<file path="src/rtl/dtree_pkg.sv">
// dtree_pkg: node word field layout, FSM states and a leaf-word encoder for the sequential tree evaluator.
package dtree_pkg;
  typedef enum logic [1:0] {IDLE, WALK, DONE} state_t;
  function automatic int node_w(input int n_feat, input int feat_w, input int n_nodes);
    return 1 + $clog2(n_feat) + $clog2(feat_w) + feat_w + 2 * $clog2(n_nodes);
  endfunction
  function automatic int left_lo(input int n_nodes);
    return $clog2(n_nodes);
  endfunction
  function automatic int thr_lo(input int n_nodes);
    return 2 * $clog2(n_nodes);
  endfunction
  function automatic int keep_lo(input int feat_w, input int n_nodes);
    return thr_lo(n_nodes) + feat_w;
  endfunction
  function automatic int fidx_lo(input int feat_w, input int n_nodes);
    return keep_lo(feat_w, n_nodes) + $clog2(feat_w);
  endfunction
  // Leaf word: leaf bit set, class in the low bits of the threshold field.
  function automatic logic [63:0] leaf_word(input int n_feat, input int feat_w, input int n_nodes, input int cls);
    return (64'd1 << (node_w(n_feat, feat_w, n_nodes) - 1)) | (64'(cls) << thr_lo(n_nodes));
  endfunction
endpackage

</file>
<file path="src/rtl/dtree_node_cmp.sv">
// dtree_node_cmp: decodes one node word and picks the child from the latched feature vector.
module dtree_node_cmp
  import dtree_pkg::*;
#(
  parameter int N_FEAT = 18,
  parameter int FEAT_W = 8,
  parameter int N_NODES = 64,
  parameter int CLASS_W = 2,
  localparam int FIDX_W = $clog2(N_FEAT),
  localparam int KEEP_W = $clog2(FEAT_W),
  localparam int NIDX_W = $clog2(N_NODES),
  localparam int NODE_W = node_w(N_FEAT, FEAT_W, N_NODES)
) (
  input  logic [N_FEAT*FEAT_W-1:0] x,
  input  logic [NODE_W-1:0]        node,
  output logic [NIDX_W-1:0]        nxt,
  output logic                     is_leaf,
  output logic [CLASS_W-1:0]       cls,
  output logic                     fault
);
  localparam int FL = fidx_lo(FEAT_W, N_NODES);
  localparam int KL = keep_lo(FEAT_W, N_NODES);
  localparam int TL = thr_lo(N_NODES);
  localparam int LL = left_lo(N_NODES);
  localparam logic [KEEP_W:0] FW = (KEEP_W + 1)'(FEAT_W);
  logic [FIDX_W-1:0] fidx;
  logic [KEEP_W:0] k;
  logic [FEAT_W-1:0] thr, feat, mask;
  logic go_left;
  assign is_leaf = node[NODE_W-1];
  assign fidx = node[FL +: FIDX_W];
  assign k = {1'b0, node[KL +: KEEP_W]} + (KEEP_W + 1)'(1);
  assign thr = node[TL +: FEAT_W];
  assign cls = thr[CLASS_W-1:0];
  always_comb begin
    feat = '0;
    for (int i = 0; i < N_FEAT; i++)
      if (fidx == FIDX_W'(i)) feat = x[i*FEAT_W +: FEAT_W];
  end
  // Compare only the top k feature bits against the low k threshold bits.
  assign mask = ~({FEAT_W{1'b1}} << k);
  assign go_left = (feat >> (FW - k)) <= (thr & mask);
  assign nxt = go_left ? node[LL +: NIDX_W] : node[0 +: NIDX_W];
  assign fault = !is_leaf && (({1'b0, fidx} >= (FIDX_W + 1)'(N_FEAT)) ||
                              ({1'b0, nxt} >= (NIDX_W + 1)'(N_NODES)));
endmodule

</file>
<file path="src/rtl/dtree_seq_eval.sv">
// dtree_seq_eval: programmable decision-tree classifier walking a writable node table one node per clock.
module dtree_seq_eval
  import dtree_pkg::*;
#(
  parameter int N_FEAT = 18,
  parameter int FEAT_W = 8,
  parameter int N_NODES = 64,
  parameter int CLASS_W = 2,
  parameter int MAX_DEPTH = 16,
  localparam int FIDX_W = $clog2(N_FEAT),
  localparam int KEEP_W = $clog2(FEAT_W),
  localparam int NIDX_W = $clog2(N_NODES),
  localparam int NODE_W = node_w(N_FEAT, FEAT_W, N_NODES)
) (
  input  logic                     clk,
  input  logic                     rst,
  input  logic [N_FEAT*FEAT_W-1:0] in_x,
  input  logic                     in_valid,
  output logic                     in_ready,
  output logic [CLASS_W-1:0]       out_class,
  output logic                     out_err,
  output logic                     out_valid,
  input  logic                     out_ready,
  input  logic                     cfg_we,
  input  logic [NIDX_W-1:0]        cfg_addr,
  input  logic [NODE_W-1:0]        cfg_data,
  output logic                     cfg_busy
);
  localparam int DEP_W = $clog2(MAX_DEPTH + 1);
  localparam logic [NODE_W-1:0] LEAF0 = {1'b1, {(NODE_W-1){1'b0}}};
  state_t state, nxt_state;
  logic [NODE_W-1:0] mem [N_NODES];
  logic [N_FEAT*FEAT_W-1:0] xq;
  logic [NIDX_W-1:0] ptr, child;
  logic [DEP_W-1:0] depth;
  logic [CLASS_W-1:0] cls;
  logic rdy, leaf, fault, stop, acc;
  dtree_node_cmp #(.N_FEAT(N_FEAT), .FEAT_W(FEAT_W), .N_NODES(N_NODES), .CLASS_W(CLASS_W)) u_cmp (
    .x(xq), .node(mem[ptr]), .nxt(child), .is_leaf(leaf), .cls(cls), .fault(fault)
  );
  // rdy keeps in_ready low until the first clock after reset release.
  assign in_ready = (state == IDLE) && rdy;
  assign cfg_busy = state != IDLE;
  assign out_valid = state == DONE;
  assign acc = in_valid && in_ready;
  assign stop = leaf || fault || (depth == DEP_W'(MAX_DEPTH));
  always_comb begin
    nxt_state = (state == IDLE && acc) ? WALK :
                (state == WALK && stop) ? DONE :
                (state == DONE && out_ready) ? IDLE : state;
  end
  always_ff @(posedge clk or posedge rst) begin
    if (rst) state <= IDLE;
    else state <= nxt_state;
  end
  always_ff @(posedge clk or posedge rst) begin
    if (rst) begin
      rdy <= 1'b0;
      xq <= '0;
      ptr <= '0;
      depth <= '0;
      out_class <= '0;
      out_err <= 1'b0;
      for (int i = 0; i < N_NODES; i++) mem[i] <= LEAF0;
    end else begin
      rdy <= 1'b1;
      if (acc) begin
        xq <= in_x;
        ptr <= '0;
        depth <= '0;
      end
      if (state == WALK) begin
        if (stop) begin
          out_class <= leaf ? cls : '0;
          out_err <= !leaf;
        end else begin
          ptr <= child;
          depth <= depth + 1'b1;
        end
      end
      if (cfg_we && !cfg_busy && ({1'b0, cfg_addr} < (NIDX_W + 1)'(N_NODES))) mem[cfg_addr] <= cfg_data;
    end
  end
endmodule

</file>
<file path="config.mk">
export PLATFORM = sky130hd
export DESIGN_NAME = dtree_seq_eval
export DESIGN_NICKNAME = d
export VERILOG_FILES = /design/src/rtl/dtree_pkg.sv /design/src/rtl/dtree_node_cmp.sv /design/src/rtl/dtree_seq_eval.sv
export SDC_FILE = /design/constraint.sdc
export NUM_CORES = 2
export LEC_CHECK = 0
export ABC_AREA = 1
export ABC_CLOCK_PERIOD_IN_PS = 121900
export CAP_MARGIN = 15
export CORE_MARGIN = 5
export CORE_UTILIZATION = 60
export DETAILED_ROUTE_END_ITERATION = 10
export GPL_ROUTABILITY_DRIVEN = 0
export PLACE_DENSITY = 0.77
export SETUP_SLACK_MARGIN = 0.02
export SLEW_MARGIN = 20
export SYNTH_ARGS = -nofsm -noshare
export SYNTH_HDL_FRONTEND = slang
export SYNTH_HIERARCHICAL = 1
export SYNTH_SLANG_ARGS = --single-unit
</file>
<file path="constraint.sdc">
create_clock -name clk -period 121.9 [get_ports clk]
set_input_delay 18.285 -clock clk [delete_from_list [all_inputs] [get_ports clk]]
set_output_delay 18.285 -clock clk [all_outputs]
set_load 0.03 [all_outputs]
</file>
* Yosys cells after proc, flatten, opt, wreduce, memory -nomap -nowiden
Cells that the tools add are included.
Cells by class: add/subtract/negate cells 3, order comparisons 5, eq/ne operators 20, shifts and indexed selects 2, mux-type cells 35, bitwise logic cells 4, reductions and logical operators 17
Operators with widths (count):
- $bwmux W1856 | 1
- $bmux W29 S6 | 1
- $demux W29 S6 | 1
- $mux W8 | 18
- $mux W29 | 3
- $eq A5 B4 Y1 const B | 8
- $mux W6 | 4
- $eq A5 B3 Y1 const B | 4
- $eq A5 B5 Y1 const B | 3
- $mux W5 | 3
- $ge A7 B7 Y1 const B | 2
- $not A6 Y7 | 2
- $eq A5 B2 Y1 const B | 2
- $and A8 B8 Y8 | 1
- $le A8 B8 Y1 | 1
- $logic_and A1 B1 Y1 | 8
- $mux W2 | 4
- $not A8 Y8 | 1
- $shl A8 B4 Y8 const A | 1
- $shr A8 B4 Y8 | 1
- $lt A7 B1 Y1 const B | 1
- $add A5 B1 Y5 const B | 1
- $eq A5 B1 Y1 const B | 1
- $ge A5 B5 Y1 const B | 1
- other kinds (11) | 13
Storage, ports and cells: register bits after elaboration 2017, input port bits 184, output and inout bits 6

* Logic depth before layout (Yosys ltp)
depth after elaboration 28, mapped depth 42, mapped depth without buffers 39

* By module
Netlist, hierarchy kept.
By module, submodules not included:
- dtree_seq_eval | instances 1, cells an instance 10963, area an instance 90404.2 µm², sequential area each 50553.5 µm²
- dtree_node_cmp | instances 1, cells an instance 422, area an instance 2105.8 µm², sequential area each 0.0 µm²

* Worst setup path after synthesis
Ideal clock, no wire load.
kind input-to-reg, start input port cfg_addr[2], end register mem[1460] (netlist name), library setup time 0.135 ns, arrival time 19.424 ns, path slack 102.341 ns, stages 8, cells stage by stage inv_1 -> or2_2 -> nor2_2 -> nand2_1 -> buf_2 -> buf_2 -> nand2_1 -> o21ai_0
On the way: cells in the longest elaborated chain, start to end 6, elaborated cells on any way between the ends 7
RTL lines:
- start: declaration | line dtree_seq_eval.sv:25 | input logic [NIDX_W-1:0] cfg_addr,
- $not A6 Y7 (not written as such) (*) | line dtree_seq_eval.sv:81 | if (cfg_we && !cfg_busy && ({1'b0, cfg_addr} < (NIDX_W + 1)'(N_NODES))) mem[cfg_addr] <= cfg_data;
- $ge A7 B7 Y1 (not written as such) / $lt A7 B1 Y1 (equally long branches) | line dtree_seq_eval.sv:81
- $logic_and A1 B1 Y1 (not written as such) | line dtree_seq_eval.sv:81
- $mux W29 (not written as such) | line dtree_seq_eval.sv:81
- $demux W29 S6 (*) | line dtree_seq_eval.sv:81
- $bwmux W1856 (*) | line dtree_seq_eval.sv:81
- end signal: indexed assignment | line dtree_seq_eval.sv:81
- end: declaration | line dtree_seq_eval.sv:32 | logic [NODE_W-1:0] mem [N_NODES];
Every way passes the cells marked *; elsewhere a longest branch is shown, timed or not. A chain may end at the register's enable or synchronous reset.

==> results.ini <==
[final_layout]
syn2layout_area_growth_pct = 8.70
final_common_cell = nand2_1
drive_above_1_share_pct = 7.32
utilization_pct = 65.4
layout_common_cells = nand2_1, dfrtp_1, o21ai_0
fin_nets = 11134

[detailed_routing]
drc = 0
via_per_inst = 6.07
drt-wirelength-per-cell_um = 20.5
drtPass1Iterations = 6
drt-total-wl_um = 270000
ant_nets = 0
vias = 79904
drtIter0Drc = 9740

[clocking]
cts_tree = yes
clk_pin_slew_ps = 60
cts_made_buffers = 201
cts_root_buf = clkbuf_16
clock_latency_ps = 850
holdBufCountCts = 0
cts.sinks = 2017
cts.htree.levels = 4
post-cts-setup-buffer-count = 0
clockBufferDepth = 3
cts_resized = 0

[die]
rows = 144
core_um2 = 154000
pin_count = 190
initial_utilization_pct = 60.2
die_width_um = 403
dieArea_um2 = 162000
die_h_um = 403

[sta]
tns_ps = 0
fmax_mhz = 45.3
setup_ws_ps = 99830
worst_pin_slew_ps = 1170
drv_slew = 0
slew_headroom_pct = 21.8
period_share_pct = 18.1
rsz0062_at_grt = false
final_hold_viol_count = 0
period_minus_slack_ps = 22070
setup_viol = 0
fin_skew_ps = 29.4

[yosys]
yosysTopAreaCellShare_pct = 52.8
netlist_area_um2 = 92500
synthCells = 11385
yosysTopAreaCell = dfrtp_1
synth_warnings = 6
post_synth.cell_area_avg_um2 = 8.13
synth_top_flop_cell = dfrtp_1
synth_nets = 11584
synthTopCellsByArea = dfrtp_1, nand2_1, o21ai_0
synth-edff-count = 0
ys_seq_elements = 2017
ys_seq_area_share_pct = 54.6
synth_cell_types = 43
async_flop_share_pct = 100

[global_route]
grt_usage_pct = 32.9
grt_overflow = 0
grt_max_degree = 187
grt_pass1_wl_um = 428000
first_global_vias = 76662
antenna_found_initial = 16

[power]
seqPwrFrac_pct = 51.0
power.share.combinational_pct = 2.4
p_sw_share_pct = 22.2
clkPwrFrac_pct = 46.6
netSwitchingPower_uw = 291
peakVddDrop_v = 0.0000155
p_per_area_nw_per_um2 = 13.0
power_uw = 1310
intPower_uw = 1020
leakagePower_uw = 0.0456

[setup_path]
worst_ep_required_time_ps = 122720
startpoint_type = input pin
cp-end-kind = async pin
rr_worst_depth = 38
max_stage_delay_ps = 870
cp_common_cell = buf_4
worstPathArrival_ps = 22890
crit_type = input pin to async pin
path_cells = clkdlybuf4s50_1 -> inv_8 -> buf_4 -> buf_4 -> buf_4 -> buf_4
critPathMaxFanout = 113
critPathSlowestCell = buf_4

[placed_design]
detailed_place_hpwl_um = 148000
io_buffers = 189
dpl_worst_slack_ps = 98760

[min_path]
hold_depth = 2
hp-class = flip-flop to flip-flop

[job]
max_cap_violations = 0

[run_status]
outcome = complete, no violations

==> registers in the layout, indices dropped and copies added, names as in the netlist <==
name	cells
xq	144
ptr	6
depth	5
mem	1856
out_err	1
rdy	1
state	2
out_class	2
==> through the flow <==
step / std cells / hold WS [ps] / cell area [um^2]
floorplan: 11385 / 446 / 92500
global placement: 12776 / 462 / 93900
detailed placement: 12776 / 465 / 93900
CTS: 13150 / 477 / 100000
global route: 13165 / 491 / 101000
finish: 13169 / 478 / 101000
==> worst paths after layout <==
path | startpoint | to | slack (ps)
setup / recovery | rst | mem[935] | 99830
hold / removal | mem[782] | mem[782] | 480
setup reg to reg | ptr[0] | ptr[2] | 112790
hold reg to reg | mem[782] | mem[782] | 480
max in group clk | state[0] | in_ready | 100920
min in group asynchronous | rst | mem[757] | 18020
==> layer usage <==
metal / global-route usage (%) / vias up / part of all wire (%) / wire length (um)
met2: 51.9 / 3982 / 46 / 124000
met1: 45.2 / 38925 / 40 / 108000
li1: - / 36328 / - / -
met4: 12.9 / 2 / 3.9 / 10700
met5: 0 / - / 0.0041 / 11
met3: 6.71 / 667 / 10 / 27300
==> synthesized netlist by cell type, types with 64 or more instances <==
master    number
dfstp_2       64
nand2_1     4459
clkbuf_1     616
mux2_2       150
nand3_1     1596
inv_1         74
o21ai_1      193
o21ai_0     1681
buf_6         65
buf_1         77
dfrtp_1     1953
buf_2        224
==> cell families after synthesis <==
kind of cell | share of synthesized area, %
flops | 54.6
mux | 1.84
simple gates | 27.7
other cells | 0.00405
buf+inv | 5.29
xor+xnor | 0.00947
fa+ha+maj | 0.203
compound gates | 10.3
==> worst max-delay path, delay by kind of cell <==
| kind | cells | cell delay (ps) |
|---|---|---|
| buffers and inverters | 6 | 4400 |
==> power by group through the flow <==
| stage | logic (uW) | registers, uW | clock network, uW |
|---|---|---|---|
| after floorplan | 16.5 | 684 | 0 |
| after CTS | 31.7 | 670 | 616 |
| after detailed placement | 31.6 | 682 | 0 |
| after global routing | 35.1 | 669 | 644 |
| final | 31.3 | 670 | 611 |
| after global placement | 31.0 | 682 | 0 |
==> final cells by class <==
cell class              instances  area (um^2)
clock buffers                 327         6040
clock inverters                47          452
inverters                     111          474
diodes                         19         47.5
well taps                    2044         2560
flip-flops and latches       2017        50600
multi-input cells            8272        37300
fillers                     12402        53100
repair buffers                332         3100
Note: power is estimated with default switching activity, not from simulation.
